===== config.mk =====
export PLATFORM = sky130hd
export DESIGN_NAME = mem_responder
export DESIGN_NICKNAME = d
export VERILOG_FILES = /design/src/rtl/mem_responder.sv
export SDC_FILE = /design/constraint.sdc
export NUM_CORES = 2
export LEC_CHECK = 0
export CAP_MARGIN = 10
export CORE_MARGIN = 10
export CORE_UTILIZATION = 65
export CTS_BUF_LIST = sky130_fd_sc_hd__clkbuf_2 sky130_fd_sc_hd__clkbuf_4 sky130_fd_sc_hd__clkbuf_8
export DETAILED_ROUTE_END_ITERATION = 8
export HOLD_SLACK_MARGIN = 0.03
export PLACE_DENSITY_LB_ADDON = 0.1
export SLEW_MARGIN = 20
export SYNTH_ARGS = -nofsm -noshare
export SYNTH_HDL_FRONTEND = slang
export SYNTH_SLANG_ARGS = --single-unit

===== constraint.sdc =====
create_clock -name clk -period 5.14 [get_ports clk]
set_clock_uncertainty 0.2 [all_clocks]
set_input_delay 0.771 -clock clk [delete_from_list [all_inputs] [get_ports clk]]
set_output_delay 0.771 -clock clk [all_outputs]
set_load 0.005 [all_outputs]

===== src/rtl/mem_responder.sv =====
// mem_responder: memory-side responder for the control FSM's MemRead/MemWrite
// strobes. It latches one request and inserts WAIT_CYCLES wait states. It then
// accesses an internal synchronous RAM and pulses Ready. Busy stays high for
// the whole transaction.
// Optional feature: define MEM_MMIO_EN to map the all-ones address onto the
// IOOut register instead of RAM.
module mem_responder #(
    parameter int DATA_W      = 8,
    parameter int ADDR_W      = 8,
    parameter int WAIT_CYCLES = 1
) (
    input  logic              clk,
    input  logic              rst,
    input  logic              MemRead,
    input  logic              MemWrite,
    input  logic [ADDR_W-1:0] Addr,
    input  logic [DATA_W-1:0] WriteData,
    output logic [DATA_W-1:0] ReadData,
    output logic              Ready,
    output logic              Busy,
    output logic              Err,
    output logic [DATA_W-1:0] IOOut
);

    localparam int DEPTH = 1 << ADDR_W;
    localparam logic [3:0] WAIT_INIT = 4'(WAIT_CYCLES);

    typedef enum logic [2:0] {
        ST_IDLE,
        ST_WAIT,
        ST_ACCESS,
        ST_DONE,
        ST_ERROR
    } state_t;

    state_t              r_state;
    state_t              w_nextState;
    logic                r_isWrite;
    logic [ADDR_W-1:0]   r_addr;
    logic [DATA_W-1:0]   r_wdata;
    logic [3:0]          r_waitCnt;
    logic [DATA_W-1:0]   r_readData;
    logic [DATA_W-1:0]   r_ram [DEPTH];
    logic                w_accept;
    logic                w_illegal;
    logic                w_ramWe;

    // Requests are only looked at while idle; exactly one strobe is a legal request
    assign w_accept  = (r_state == ST_IDLE) && (MemRead ^ MemWrite);
    assign w_illegal = (r_state == ST_IDLE) && MemRead && MemWrite;

`ifdef MEM_MMIO_EN
    logic                w_isIo;
    logic [DATA_W-1:0]   r_ioOut;

    assign w_isIo  = (r_addr == {ADDR_W{1'b1}});
    assign w_ramWe = (r_state == ST_ACCESS) && r_isWrite && !w_isIo;
    assign IOOut   = r_ioOut;

    // The MMIO output register is updated at the closing edge of a write's ACCESS cycle
    always_ff @(posedge clk) begin
        if (rst) begin
            r_ioOut <= '0;
        end else if ((r_state == ST_ACCESS) && r_isWrite && w_isIo) begin
            r_ioOut <= r_wdata;
        end
    end
`else
    assign w_ramWe = (r_state == ST_ACCESS) && r_isWrite;
    assign IOOut   = '0;
`endif

    // State register; reset always wins over any strobe in the same cycle
    always_ff @(posedge clk) begin
        if (rst) begin
            r_state <= ST_IDLE;
        end else begin
            r_state <= w_nextState;
        end
    end

    // Next-state logic; the counter holds the remaining wait cycles, including the current one
    always_comb begin
        w_nextState = r_state;
        case (r_state)
            ST_IDLE: begin
                if (w_illegal) begin
                    w_nextState = ST_ERROR;
                end else if (w_accept) begin
                    w_nextState = (WAIT_CYCLES == 0) ? ST_ACCESS : ST_WAIT;
                end
            end
            ST_WAIT: begin
                if (r_waitCnt <= 4'd1) begin
                    w_nextState = ST_ACCESS;
                end
            end
            ST_ACCESS: w_nextState = ST_DONE;
            ST_DONE:   w_nextState = ST_IDLE;
            ST_ERROR:  w_nextState = ST_IDLE;
            default:   w_nextState = ST_IDLE;
        endcase
    end

    // Request capture and wait countdown; an illegal request captures nothing
    always_ff @(posedge clk) begin
        if (rst) begin
            r_isWrite <= 1'b0;
            r_addr    <= '0;
            r_wdata   <= '0;
            r_waitCnt <= 4'd0;
        end else if (w_accept) begin
            r_isWrite <= MemWrite;
            r_addr    <= Addr;
            r_wdata   <= WriteData;
            r_waitCnt <= WAIT_INIT;
        end else if ((r_state == ST_WAIT) && (r_waitCnt != 4'd0)) begin
            r_waitCnt <= r_waitCnt - 4'd1;
        end
    end

    // RAM write port; contents survive reset, but a write whose ACCESS edge coincides with reset is dropped
    always_ff @(posedge clk) begin
        if (!rst && w_ramWe) begin
            r_ram[r_addr] <= r_wdata;
        end
    end

    // Read result register; only a read's ACCESS edge changes it, so it holds across writes
    always_ff @(posedge clk) begin
        if (rst) begin
            r_readData <= '0;
        end else if ((r_state == ST_ACCESS) && !r_isWrite) begin
`ifdef MEM_MMIO_EN
            if (w_isIo) begin
                r_readData <= r_ioOut;
            end else begin
                r_readData <= r_ram[r_addr];
            end
`else
            r_readData <= r_ram[r_addr];
`endif
        end
    end

    assign ReadData = r_readData;
    assign Ready    = (r_state == ST_DONE);
    assign Err      = (r_state == ST_ERROR);
    assign Busy     = (r_state != ST_IDLE);

endmodule


==> impl_metrics.toml <==
[outcome]
status = "finished, final reports clean"

[synth]
avgSynthCellArea_um2 = 20.3
yosys_warnings = 0
synth-adder-area-share_pct = 0.0463
synth_top_family_by_area = "multiplexers"
synth_cell_type_count = 73
async_flop_share_pct = 0
synth_top_area_share_pct = 75.8
ys_seq_area_share_pct = 76.6
netlist_instances = 4004
netlist_area_um2 = 81100
synth-compound-area-share_pct = 2.87
synth.area.mux_share_pct = 15.0
synthXorXnorAreaFrac_pct = 0.0432
netlist.top_cell.by_area = "edfxtp_1"
yosys-top-cells-count = "edfxtp_1 (2048), mux4_2 (425), nor2_1 (338)"
ys_ff_latch = 2080
yosysMostFrequentCell = "edfxtp_1"
synth-simple-area-share_pct = 3.60
synthFlopType = "edfxtp_1"
synth_edf_count = 2048
post_synth_main_area_contributors = "edfxtp_1 (76%), mux4_2 (12%), mux2i_1 (2.7%)"

[critical_path]
cp_slowest_cell = "dfxtp_4"
cp.arrival_ns = 5.21
path_max_fanout = 49
crit_path_start_kind = "register"
worst_path_most_repeated_cell = "nand3_1"
crit_type = "register to register"
slowest_delay_ns = 0.94
cp.required_ns = 5.85
path_cells = "buf_12 -> buf_4 -> mux2i_1 -> o22ai_1 -> nor4_1 -> nand3_1 -> o21ai_0 -> nand3_1 -> a22o_1"
crit_path_end_kind = "register"

[sta]
rsz0062_at_grt = "no"
holdWs_ns = 0.207
slew_headroom_pct = 14.0
fin_crit_sh_pct = 87.5
worst_pin_slew_ns = 1.29
max_freq_mhz = 222
fin_setup_tns_ns = 0
hold_viol_final = 0
slew_violations = 0
setup_viol = 0
min_period_ns = 4.50

[route]
remaining_drc_errors = 0
viasPerCell = 6.83
first_iter_violations = 5911
post_drt_wl_per_cell_um = 32.6
dr.pass1.iters = 5
ant_nets = 0
dr_total_vias = 41847
wirelength_mm = 200

[global_routing]
antenna_found_initial = 4
grt_use_total_pct = 28.7
grt_pass1_wl_mm = 292
grt_max_degree = 196
grt_pass1_vias = 41874
grt_overflow = 0

[cells_and_area]
multi_input_area_um2 = 17500
synthToLayoutAreaGrowth_pct = 10.2
drive_above_1_share_pct = 24.0
register_area_um2 = 62200
nets = 4280
fillCellCount = 7237
final_area_um2 = 89400

[clocking]
htreeDepth = 5
cts_buffer_depth = 4
clock-sinks = 2080
cts_buffers = 334
clockRootBuffer = "clkbuf_8"
cts_tree = "yes"
clock_latency_ns = 1.00
postCtsSetupBuffers = 0
path_clk_slew_ns = 0.06
cts.repair.resized = 0

[floorplan]
start_util_pct = 65.5
ios = 39
die_area_um2 = 139000
rows = 129
core_um2 = 124000
fp.dieW_um = 373
fp.dieH_um = 373

[power]
ir_drop_mv = 0.288
powerDensity_nw_per_um2 = 406
leakage_uw = 0.0279

[place]
place_area_um2 = 83300
gp_congestion = 0.890
io_buffers = 30
hpwl_mm = 120

[run]
cap_violations = 0

[min_path]
hp-class = "input port to register"
## stage by stage
step                total power (uW)  utilization [%]  std cells  worst slack, ns
floorplan                      22000                -       4011            0.688
global placement               23300             67.3       5557            0.884
detailed placement             23300             67.3       5557            0.872
CTS                            36400             72.2       6122            0.866
global route                   37300             72.2       6124            0.596
finish                         36300             72.2       6127            0.641
## registers in the layout, summed over array words and instances (netlist names)
name / flops
r_addr: 8
ReadData: 8
r_waitCnt: 4
r_isWrite: 1
r_state: 3
r_wdata: 8
r_ram: 2048
## cells in the final DEF (no fill, tap or decap), types with 10 or more instances in the layout
cell             synthesis  routed
a21oi_1                 26      26
a221o_1                 15      15
a221oi_1                13      13
a22o_1                  13      13
a22oi_1                 33      33
a31oi_1                 16      16
a32oi_1                 33      33
buf_12                   3      23
buf_4                   58      98
clkbuf_4                 0     101
clkbuf_8                 0     340
clkdlybuf4s50_1          0      29
clkinv_1                 2      77
clkinv_2                 0      33
dfxtp_1                 32      19
dfxtp_4                  0      11
edfxtp_1              2048    2048
inv_1                   10      10
mux2_2                  13      13
mux2i_1                217     217
mux4_2                 425     425
nand2_1                186     186
nand2b_1                12      12
nand3_1                 26      26
nand4_1                 10      10
nor2_1                 338     335
nor2b_1                 18      14
nor3_1                  29      29
nor4_1                  23      22
o21ai_0                 30      30
o22ai_1                 71      71
## critical path, delay by kind of cell, from the launching register on
kind	cells	cell delay [ns]
simple gates	3	1.16
mux	1	0.25
flops	1	0.94
compound gates	3	1.09
buf+inv	2	0.68
## area by class of cell
| cell class | count | share of cell area, % |
|---|---|---|
| antenna | 5 | 0.0140 |
| clock buffer | 441 | 6.08 |
| clock inverter | 123 | 0.719 |
| inverter | 13 | 0.0574 |
| multi-input combinational | 1676 | 19.6 |
| sequential | 2080 | 69.6 |
| tap | 1637 | 2.29 |
| timing repair buffer | 152 | 1.68 |
## power by group
group	switching (uW)	internal [uW]
Combinational	2300	1320
Sequential	298	19100
Clock	6240	7040
Total	8840	27400
## what timing repair did
action                     in CTS  in global routing
hold buffers                    1                  0
hold endpoints to repair        1                  0
setup endpoints to repair       0                  0
## layer usage
| metal | share of wire, % | vias to the layer above | GRT usage [%] |
|---|---|---|---|
| met5 | 0.074 | - | 0.720 |
| met4 | 4.1 | 4 | 11.4 |
| met3 | 11 | 527 | 7.15 |
| met2 | 47 | 2532 | 43.4 |
| met1 | 38 | 21748 | 40.7 |
| li1 | - | 17036 | - |
## worst paths after layout
| kind | startpoint | endpoint | cells past startpoint | slack [ns] |
|---|---|---|---|---|
| hold / removal | WriteData[5] | r_wdata[5]$_SDFFE_PP0P_ | 3 | 0.21 |
| setup / recovery | r_addr[1]$_SDFFE_PP0P_ | ReadData[7]$_SDFFE_PP0P_ | 9 | 0.64 |
| setup reg to reg | r_addr[1]$_SDFFE_PP0P_ | ReadData[7]$_SDFFE_PP0P_ | 9 | 0.64 |
| hold reg to reg | r_waitCnt[1]$_SDFFE_PP0P_ | r_waitCnt[1]$_SDFFE_PP0P_ | 2 | 0.32 |
## cells by family (layout without fill, tap and decap cells)
| logic type | count (synthesis) | in the layout |
|---|---|---|
| AOI/OAI and AO/OA | 319 | 319 |
| xor gates and xnor gates | 4 | 4 |
| adders and majority gates | 3 | 3 |
| buffers and inverters | 255 | 729 |
| DFF | 2080 | 2080 |
| muxes | 664 | 664 |
| other | 1 | 13 |
| and+or+nand+nor | 678 | 678 |
Note: power is estimated with default switching activity, not from simulation.
